`src/rtl/kd_tree_wb_loader_pkg.sv`:
```
// Shared KD-tree constants and the loader FSM state encoding.
package kd_tree_wb_loader_pkg;

  // Node word is {hi, lo}, two 11-bit halves.
  localparam int INTERNAL_WIDTH    = 22;
  localparam int HALF_W            = 11;
  // Bit of the Wishbone data word that selects the hi (1) or lo (0) half.
  localparam int HALF_SEL_BIT      = 11;
  // Wishbone base address of the tree's node storage.
  localparam int WB_ADDRESS_OFFSET = 495;
  // Internal nodes, stored in BFS order.
  localparam int NUM_NODES         = 63;
  localparam int CNT_W             = 6;

  typedef enum logic [3:0] {
    ST_IDLE   = 4'd0,
    ST_FETCH  = 4'd1,
    ST_WR_LO  = 4'd2,
    ST_WR_HI  = 4'd3,
    ST_RD_LO  = 4'd4,
    ST_RD_HI  = 4'd5,
    ST_RD_OUT = 4'd6,
    ST_FINISH = 4'd7,
    ST_FAULT  = 4'd8
  } loader_state_e;

endpackage

```
`src/rtl/kd_tree_wb_loader.sv`:
```
// Loads (mode 0) or reads back (mode 1) all KD-tree node words over Wishbone,
// two 11-bit halves per node. The target does not ack the lo-half write; every
// other access waits for ack, bounded by TIMEOUT cycles.
//
// Handshakes: node_valid/node_ready and rd_valid/rd_ready transfer one word on
// any clock edge where both are 1; the producer holds its data stable while
// valid is high and ready is low.
module kd_tree_wb_loader
  import kd_tree_wb_loader_pkg::*;
#(
  parameter int INTERNAL_WIDTH    = kd_tree_wb_loader_pkg::INTERNAL_WIDTH,
  parameter int WB_ADDRESS_OFFSET = kd_tree_wb_loader_pkg::WB_ADDRESS_OFFSET,
  parameter int NUM_NODES         = kd_tree_wb_loader_pkg::NUM_NODES,
  parameter int TIMEOUT           = 15
) (
  input  logic                      wb_clk_i,
  input  logic                      wb_rst_i,
  input  logic                      start,
  input  logic                      mode,
  input  logic                      node_valid,
  output logic                      node_ready,
  input  logic [INTERNAL_WIDTH-1:0] node_data,
  output logic                      rd_valid,
  input  logic                      rd_ready,
  output logic [INTERNAL_WIDTH-1:0] rd_data,
  output logic                      busy,
  output logic                      done,
  output logic                      err,
  output logic                      wb_mode_o,
  output logic                      wbm_cyc_o,
  output logic                      wbm_stb_o,
  output logic                      wbm_we_o,
  output logic [3:0]                wbm_sel_o,
  output logic [31:0]               wbm_adr_o,
  output logic [31:0]               wbm_dat_o,
  input  logic [31:0]               wbm_dat_i,
  input  logic                      wbm_ack_i
);

  localparam int TMO_W = $clog2(TIMEOUT + 1);
  localparam logic [CNT_W-1:0] LAST_CNT = CNT_W'(NUM_NODES - 1);

  loader_state_e     state_q, state_d;
  logic [CNT_W-1:0]  cnt_q, cnt_d;
  logic [TMO_W-1:0]  tmo_q, tmo_d;
  logic [HALF_W-1:0] lo_q, lo_d;
  logic [HALF_W-1:0] hi_q, hi_d;
  logic              err_q, err_d;

  logic              tmo_hit;
  logic [31:0]       node_adr;

  assign tmo_hit  = (tmo_q == TMO_W'(TIMEOUT));
  assign node_adr = 32'(WB_ADDRESS_OFFSET) + 32'(cnt_q);

  // State, node counter, ack-wait counter, half buffers and sticky error.
  always_ff @(posedge wb_clk_i or posedge wb_rst_i) begin
    if (wb_rst_i) begin
      state_q <= ST_IDLE;
      cnt_q   <= '0;
      tmo_q   <= '0;
      lo_q    <= '0;
      hi_q    <= '0;
      err_q   <= 1'b0;
    end else begin
      state_q <= state_d;
      cnt_q   <= cnt_d;
      tmo_q   <= tmo_d;
      lo_q    <= lo_d;
      hi_q    <= hi_d;
      err_q   <= err_d;
    end
  end

  // Next-state and output decode; the ack-wait counter falls back to 0
  // unless a wait state is still waiting, so every wait starts from 0.
  always_comb begin
    state_d    = state_q;
    cnt_d      = cnt_q;
    tmo_d      = '0;
    lo_d       = lo_q;
    hi_d       = hi_q;
    err_d      = err_q;
    node_ready = 1'b0;
    rd_valid   = 1'b0;
    rd_data    = '0;
    done       = 1'b0;
    wbm_cyc_o  = 1'b0;
    wbm_stb_o  = 1'b0;
    wbm_we_o   = 1'b0;
    wbm_sel_o  = 4'h0;
    wbm_adr_o  = '0;
    wbm_dat_o  = '0;

    case (state_q)
      ST_IDLE: begin
        if (start) begin
          err_d   = 1'b0;
          cnt_d   = '0;
          state_d = mode ? ST_RD_LO : ST_FETCH;
        end
      end

      ST_FETCH: begin
        node_ready = 1'b1;
        if (node_valid) begin
          lo_d    = node_data[HALF_W-1:0];
          hi_d    = node_data[2*HALF_W-1:HALF_W];
          state_d = ST_WR_LO;
        end
      end

      ST_WR_LO: begin
        wbm_cyc_o = 1'b1;
        wbm_stb_o = 1'b1;
        wbm_we_o  = 1'b1;
        wbm_sel_o = 4'hF;
        wbm_adr_o = node_adr;
        wbm_dat_o = 32'({1'b0, lo_q});
        state_d   = ST_WR_HI;
      end

      ST_WR_HI: begin
        if (tmo_hit) begin
          err_d   = 1'b1;
          state_d = ST_FAULT;
        end else begin
          wbm_cyc_o = 1'b1;
          wbm_stb_o = 1'b1;
          wbm_we_o  = 1'b1;
          wbm_sel_o = 4'hF;
          wbm_adr_o = node_adr;
          wbm_dat_o = 32'({1'b1, hi_q});
          if (wbm_ack_i) begin
            if (cnt_q == LAST_CNT) begin
              state_d = ST_FINISH;
            end else begin
              cnt_d   = cnt_q + 1'b1;
              state_d = ST_FETCH;
            end
          end else begin
            tmo_d = tmo_q + 1'b1;
          end
        end
      end

      ST_RD_LO, ST_RD_HI: begin
        if (tmo_hit) begin
          err_d   = 1'b1;
          state_d = ST_FAULT;
        end else begin
          wbm_cyc_o = 1'b1;
          wbm_stb_o = 1'b1;
          wbm_sel_o = 4'hF;
          wbm_adr_o = node_adr;
          wbm_dat_o[HALF_SEL_BIT] = (state_q == ST_RD_HI);
          if (wbm_ack_i) begin
            if (state_q == ST_RD_LO) begin
              lo_d    = wbm_dat_i[HALF_W-1:0];
              state_d = ST_RD_HI;
            end else begin
              hi_d    = wbm_dat_i[HALF_W-1:0];
              state_d = ST_RD_OUT;
            end
          end else begin
            tmo_d = tmo_q + 1'b1;
          end
        end
      end

      ST_RD_OUT: begin
        rd_valid = 1'b1;
        rd_data  = {hi_q, lo_q};
        if (rd_ready) begin
          if (cnt_q == LAST_CNT) begin
            state_d = ST_FINISH;
          end else begin
            cnt_d   = cnt_q + 1'b1;
            state_d = ST_RD_LO;
          end
        end
      end

      ST_FINISH: begin
        done    = 1'b1;
        state_d = ST_IDLE;
      end

      ST_FAULT: begin
        state_d = ST_IDLE;
      end

      default: begin
        state_d = ST_IDLE;
      end
    endcase
  end

  assign busy      = (state_q != ST_IDLE);
  assign wb_mode_o = (state_q != ST_IDLE);
  assign err       = err_q;

endmodule

```
`config.mk`:
```
export PLATFORM = sky130hd
export DESIGN_NAME = kd_tree_wb_loader
export DESIGN_NICKNAME = d
export VERILOG_FILES = /design/src/rtl/kd_tree_wb_loader_pkg.sv /design/src/rtl/kd_tree_wb_loader.sv
export SDC_FILE = /design/constraint.sdc
export NUM_CORES = 1
export LEC_CHECK = 0
export BUFFER_PORTS_ARGS = -buffer_cell sky130_fd_sc_hd__clkbuf_2
export CAP_MARGIN = 20
export CORE_ASPECT_RATIO = 1.1
export CORE_MARGIN = 1.5
export CORE_UTILIZATION = 45
export CTS_CLUSTER_DIAMETER = 100
export CTS_CLUSTER_SIZE = 25
export DETAILED_ROUTE_END_ITERATION = 7
export GPL_TIMING_DRIVEN = 0
export PLACE_DENSITY = 0.78
export SYNTH_ARGS = -nofsm -noshare
export SYNTH_HDL_FRONTEND = slang
export SYNTH_SLANG_ARGS = --single-unit
```
`constraint.sdc`:
```
create_clock -name wb_clk_i -period 2.3 [get_ports wb_clk_i]
set_clock_uncertainty 0.2 [all_clocks]
set_input_delay 0 -clock wb_clk_i [delete_from_list [all_inputs] [get_ports wb_clk_i]]
set_output_delay 0 -clock wb_clk_i [all_outputs]
set_load 0.02 [all_outputs]
```
==> results of run 1 <==
## worst reg2reg max path, stage by stage (launching register included)
cell and delay, ns:
dfrtp_1 0.38, buf_6 0.14, buf_8 0.14, nor3b_1 0.27, nand3_1 0.15, a21boi_1 0.27
buf_6 0.21, mux2_2 0.36
## through the flow
stage | TNS, ns | total power (uW) | instances | instance area [sq um] | hold slack (ns)
floorplan | 0 | 3650 | 357 | 3270 | -0.129
global placement | 0 | 4410 | 535 | 3850 | 0.0604
detailed placement | -0.0313 | 4480 | 535 | 3850 | -0.0187
CTS | 0 | 5060 | 580 | 4340 | 0.00878
global route | -0.964 | 5500 | 581 | 4400 | 0.0774
finish | 0 | 5190 | 581 | 4400 | 0.0185
## path summary, 6_finish.rpt
| path | cells past startpoint | startpoint | endpoint | slack [ns] |
|---|---|---|---|---|
| max reg2reg | 7 | state_q[1] | hi_q[4] | 0.07 |
| max | 6 | state_q[2] | wbm_adr_o[6] | 0.02 |
| min | 4 | start | cnt_q[2] | 0.02 |
| max in group asynchronous | 3 | wb_rst_i | state_q[2] | 1.14 |
| min in group asynchronous | 3 | wb_rst_i | lo_q[4] | 0.19 |
| min reg2reg | 1 | err | err | 0.28 |
## cells by family after synthesis
logic type / Yosys count / synth area share (%)
adder cells (fa/ha/maj): 4 / 1.61
other: 1 / 0.121
buffers and inverters: 74 / 16.7
AO/OA/AOI/OAI: 42 / 10.4
multiplexers: 52 / 21.0
AND/OR/NAND/NOR: 101 / 19.1
flip-flops: 37 / 29.8
XOR/XNOR: 5 / 1.41
## routing by layer
layer  GRT usage (%)  up-vias
met5               0        -
met4            7.91        0
met3            5.99       18
met2            41.1      132
met1            27.6     1339
li1                -     1369
## sequential cells by signal, indices dropped and copies added, names as in the netlist
signal / flops
lo_q: 11
tmo_q: 4
err: 1
hi_q: 11
state_q: 4
cnt_q: 6
## cell type report
cell class / instances / area, sq um / share of cell area, %
Sequential cell: 37 / 927 / 21.1
Inverter: 8 / 32.5 / 0.740
Clock buffer: 6 / 72.6 / 1.65
Multi-Input combinational cell: 247 / 1870 / 42.6
Clock inverter: 2 / 10.0 / 0.228
Buffer: 65 / 507 / 11.5
Timing Repair Buffer: 134 / 873 / 19.9
Tap cell: 82 / 103 / 2.33
## cell usage in the layout, fill, tap and decap left out, types with 2 or more instances in the layout
| cell | instances |
|---|---|
| buf_4 | 57 |
| ha_1 | 4 |
| clkbuf_8 | 6 |
| a21o_1 | 4 |
| o21ai_0 | 2 |
| a2111oi_2 | 2 |
| mux2_4 | 20 |
| nand3b_1 | 2 |
| nand3_1 | 6 |
| a21boi_1 | 2 |
| mux2_2 | 25 |
| nor2b_1 | 12 |
| and4bb_2 | 2 |
| clkinv_2 | 2 |
| conb_1 | 42 |
| a21oi_1 | 15 |
| mux2i_1 | 7 |
| inv_2 | 2 |
| o311a_1 | 2 |
| buf_6 | 6 |
| and2_1 | 22 |
| a2111oi_1 | 2 |
| nand2_1 | 8 |
| and3_1 | 4 |
| buf_2 | 5 |
| a211oi_1 | 2 |
| nor3_1 | 4 |
| nor3b_1 | 3 |
| inv_1 | 5 |
| or3_1 | 2 |
| nor2_1 | 19 |
| nand2_2 | 2 |
| clkbuf_2 | 92 |
| xnor2_1 | 4 |
| dlygate4sd3_1 | 37 |
| dfrtp_1 | 36 |
| nand2b_1 | 6 |
## power groups by stage
stage,logic (uW),clock network (uW),registers (uW)
detailed placement,3370,0,1110
global placement,3310,0,1100
floorplan,2600,0,1050
finish,3620,446,1120
global route,3860,490,1160
CTS,3490,456,1110
## repair_timing
action / 4_1_cts / 5_1_grt
buffers inserted: 0 / 1
endpoints found under the hold margin: 66 / 0
resized for setup: 15 / 29
pin swaps: 1 / 4
gates cloned: 0 / 1
setup endpoints to repair: 25 / 48
hold buffers: 37 / 0
==> key figures, run 1 <==
Route
  • Vias per Instance: between 4 and 5
  • Vias: between 2000 and 3000
  • Met2 WL: around 4400 um
  • M1 WL: about 3300 um
  • Drt wl/cell: roughly 15 um
  • Routed wl met3: between 600 and 700 um
  • Pre-antenna DRT Iters: 4
  • Initial detailed-routing violation count: roughly 130
  • Post-Route WL: around 8600 um
  • # DRC: 0
  • Max Used Layer: met4
  • Antenna viol nets, final: 0

Synth
  • Async SR Flop Fraction: 100%
  • EDFF count, synth: 0
  • Post-synth top area cell: dfrtp_1
  • Syn Inst Count: ~320
  • Top cells by count, synth: buf_4 (51), dfrtp_1 (37), mux2_2 (25)
  • Yosys reg bits: 37
  • Synth top area share: between 20% and 30%
  • Synth cell types: 50
  • Post-synthesis sequential area ratio: slightly below 30%
  • Mapped Area: about 0.0031 sq mm
  • Synth top area cells: dfrtp_1 (30%), buf_4 (12%), mux2_4 (9.7%)
  • Top-count cell post-synth: buf_4
  • Most used DFF post-synth: dfrtp_1
  • Avg Cell Area, Syn: just under 10 sq um
  • Yosys warns: 0

Layout
  • Nets: around 560
  • Area growth syn-to-layout: 41.4%
  • Final Util: roughly two thirds
  • Antenna cells: 0
  • Fillcell total: 542
  • Share of cells above drive strength 1: a little under half

Clock tree
  • H-Tree Depth: 2
  • TritonCTS clock tree: built
  • Num CTS Buffers: 5
  • CTS Sinks: 37
  • CTS Root Cell: clkbuf_8
  • Clock-pin transition on the worst setup and hold timing paths: roughly 0.070 ns
  • Clock latency on the worst-skew pair: slightly below 0.3 ns
  • Clock Tree Buf Depth: 2

Pwr
  • Net Sw Frac: between 40% and 50%
  • Pwr dens: between 1000 and 1500 mW/mm^2
  • Clk pwr share: under 10%
  • Sequential Power Share: between 20% and 30%
  • Leak: between 0.002 and 0.0025 uW
  • P_sw: approximately 2400 uW
  • Int Pwr: ~2800 uW
  • Peak supply drop: around 0.00066 V
  • Gate power share: 69.8%

Global route
  • All-layer global routing usage: roughly a quarter
  • Initial antenna violation count: 0
  • First-pass GRT wire length: about 14000 um
  • Number of global-route vias before repair: 2793
  • Largest net degree at the start of global routing: 38
  • Grt ovf: 0

Timing
  • Max-slew violations: 0
  • Min Tclk post-route: roughly 2.3 ns
  • Worst slew pin tran: 0.811 ns
  • Hold Vio Cnt, Final: 0
  • Period utilization: 99.0%
  • Worst relative slew slack: 45.9%
  • PnR worst setup slack: ~0.023 ns
  • Final setup viols: 0
  • Max Freq: roughly 440 MHz
  • RSZ-0062 raised after global routing: yes

Setup path
  • CP Buf/Inv Count: 2
  • Req. time, crit path: about 2.1 ns
  • Crit Path Class: reg -> out
  • CP Cell Sequence: buf_6 -> or3b_4 -> o21ai_4 -> nand2_4 -> nor3_1 -> buf_2
  • CP startpoint kind: flip-flop
  • CP arrival: between 2 and 2.5 ns
  • Max incr delay on CP: between 0.4 and 0.5 ns
  • Worst setup EP type: output port
  • Critical path's slowest cell: dfrtp_2
  • Critical path peak fanout: 10
  • Top delay family on crit path: simple AND/OR/NAND/NOR gates

Floorplanning
  • Standard-cell rows: 31
  • IO Pins: 160
  • Core Area: between 0.006 and 0.007 sq mm
  • Die ar.: 0.00742 sq mm
  • Die W: 82.3 um
  • Starting density of the core: a little under half
  • Die height: roughly 90 um

Placed design
  • PortBufs: 96
  • Dpl hpwl: around 5700 um
  • Gpl congestion: ~0.85
  • Worst slack, placed: -0.0143 ns

Worst hold path
  • Worst hold path class: in -> reg

Run
  • # Max-Cap Violations: 0

Run status
  • Run status: complete, no violations
(Power assumes the default switching activity.)
==> run 2, diff against run 1 <==
Settings changed: PLACE_DENSITY 0.78 to default, PLACE_DENSITY_LB_ADDON from default to 0.1.
==> run 2 against run 1 <==
  * Sequential share of layout area down 0.096 points
  * First-iteration DRC count is 26% lower
  * Total power increased by 0.81%
  * Combinational power fell by 3%
  * Utilization increased by 0.30 points
  * Via count is 2.4% lower
  * Sequential power barely moved
==> key figures, run 2 (same netlist as run 1, synthesis figures left out) <==
Pwr
  • Peak supply drop: 0.000628 V (was 0.000660 V)
  • Pwr dens: 1180 mW/mm^2 (about the same)
  • Leak: 0.00230 uW (was 0.00231 uW)

Route
  • Vias: 2788 (was 2858)
  • Antenna viol nets, final: 0 (unchanged)
  • Vias per Instance: 4.81 (was 4.92)
  • Pre-antenna DRT Iters: 4 (unchanged)
  • Initial detailed-routing violation count: 93 (was 126)
  • Drt wl/cell: 13.8 um (was 14.8 um)
  • # DRC: 0 (unchanged)
  • Post-Route WL: 8000 um (was 8580 um)

Layout
  • Area growth syn-to-layout: 42.0% (was 41.4%)
  • Most frequent cells in the layout: clkbuf_2 (96), buf_4 (54), conb_1 (42) (was clkbuf_2 (92), buf_4 (57), conb_1 (42))
  • Top flop regs: hi_q (11), lo_q (11), cnt_q (6) (unchanged)
  • Commonest non-fill, non-tap cell in the layout: clkbuf_2 (unchanged)
  • Share of cells above drive strength 1: 47.4% (was 47.1%)
  • Antenna cells: 0 (unchanged)
  • Nets: 562 (was 563)

Timing
  • Min Tclk post-route: 2.22 ns (was 2.28 ns)
  • PnR worst setup slack: 0.0787 ns (was 0.0232 ns)
  • Final hold slack: 0.0384 ns (was 0.0185 ns)
  • Period utilization: 96.6% (was 99.0%)
  • Worst slew pin tran: 0.835 ns (was 0.811 ns)
  • Max-slew violations: 0 (unchanged)
  • Max Freq: 450 MHz (was 439 MHz)
  • Worst relative slew slack: 44.3% (was 45.9%)
  • Hold Vio Cnt, Final: 0 (unchanged)
  • Final setup viols: 0 (unchanged)
  • RSZ-0062 raised after global routing: yes (unchanged)

Global route
  • First-pass GRT wire length: 13000 um (was 13500 um)
  • Number of global-route vias before repair: 2730 (was 2793)
  • Largest net degree at the start of global routing: 38 (unchanged)
  • All-layer global routing usage: 22.5% (was 23.7%)
  • Grt ovf: 0 (unchanged)
  • Initial antenna violation count: 0 (unchanged)

Floorplanning
  • Die W: 82.3 um (unchanged)
  • IO Pins: 160 (unchanged)
  • Starting density of the core: 46.9% (unchanged)
  • Core Area: 0.00663 sq mm (unchanged)
  • Die ar.: 0.00742 sq mm (unchanged)
  • Die height: 90.2 um (unchanged)
  • Standard-cell rows: 31 (unchanged)

Clock tree
  • Clock Tree Buf Depth: 2 (unchanged)
  • TritonCTS clock tree: built (unchanged)
  • Clock latency on the worst-skew pair: 0.29 ns (about the same)
  • CTS Sinks: 37 (unchanged)
  • CTS Root Cell: clkbuf_8 (unchanged)
  • Clock-pin transition on the worst setup and hold timing paths: 0.08 ns (was 0.07 ns)
  • H-Tree Depth: 2 (unchanged)
  • Num CTS Buffers: 5 (unchanged)

Placed design
  • Gpl congestion: 0.860 (was 0.848)
  • PortBufs: 96 (unchanged)
  • Worst slack, placed: -0.00721 ns (was -0.0143 ns)
  • Dpl hpwl: 5640 um (was 5680 um)

Run
  • # Max-Cap Violations: 0 (unchanged)

Setup path
  • Req. time, crit path: 2.28 ns (was 2.10 ns)
  • R2R setup slack: 0.08 ns (was 0.07 ns)
  • Worst setup EP type: flip-flop (was output port)
  • CP startpoint kind: flip-flop (unchanged)
  • Crit Path Class: reg -> reg (was reg -> out)
  • Critical path peak fanout: 10 (unchanged)
  • CP arrival: 2.20 ns (was 2.08 ns)

Worst hold path
  • Worst hold path class: in -> reg (unchanged)

Run status
  • Run status: complete, no violations (unchanged)
[run 2: cell count changes in the layout (fill, tap and decap cells not counted), sizes merged]
cell	delta
buf	-6
clkbuf	+5
clkinv	-2
bufinv	+1
clkinvlp	+1
[run 2: final cells by class]
| cell class | instances | area [sq um] |
|---|---|---|
| Buffer | 65 | 490 |
| Clock buffer | 6 | 82.6 |
| Clock inverter | 2 | 37.5 |
| Fill cell | 568 | 2220 |
| Inverter | 8 | 32.5 |
| Multi-Input combinational cell | 247 | 1890 |
| Sequential cell | 37 | 927 |
| Tap cell | 82 | 103 |
| Timing Repair Buffer | 133 | 853 |
[run 2: power breakdown]
group / switching [uW] / internal, uW
sequential: 189 / 914
combinational: 1910 / 1610
clock: 256 / 353
[run 2: path summary, 6_finish.rpt]
| check | from | end | cells past startpoint |
|---|---|---|---|
| max in group asynchronous | wb_rst_i | state_q[2] | 3 |
| worst min register to register | tmo_q[0] | tmo_q[0] | 1 |
| worst min-delay path | start | cnt_q[2] | 4 |
| worst max-delay path | state_q[1] | hi_q[7] | 7 |
| min in group asynchronous | wb_rst_i | lo_q[2] | 3 |
| worst max register to register | state_q[1] | hi_q[7] | 7 |
[run 2: worst max-delay path, stage by stage, from the launching register on]
cell and delay (ns):
dfrtp_1 0.37, buf_6 0.14, buf_6 0.14, nor3b_1 0.28, nand3_1 0.16, a21boi_1 0.23
buf_4 0.24, mux2_2 0.35
[run 2: metrics by stage]
stage / total power (uW) / setup TNS (ns) / cell area [sq um] / cells / utilization, %
after floorplan: 3650 / 0 / 3270 / 357 / -
after global placement: 4430 / 0 / 3850 / 535 / 58.1
after detailed placement: 4470 / -0.0203 / 3850 / 535 / 58.1
after CTS: 5190 / 0 / 4370 / 580 / 65.9
after global routing: 5590 / -0.000282 / 4420 / 580 / 66.6
final: 5230 / 0 / 4420 / 580 / 66.6
[run 2: per-layer routing]
layer,share of wire (%),vias up,track usage (%),routed length (um)
met1,44,1342,27.5,3480
met5,0,-,0,0
met3,4.1,4,4.67,331
met2,52,79,39.3,4140
met4,0.58,0,5.08,46
li1,-,1363,-,-
[run 2: repair_timing]
item,in CTS,in global routing
gates resized for setup,13,23
endpoints found under the setup margin,25,25
cloned,0,1
buffers inserted,0,0
hold buffers,37,0
hold endpoints to repair,66,0
pin swaps,1,1
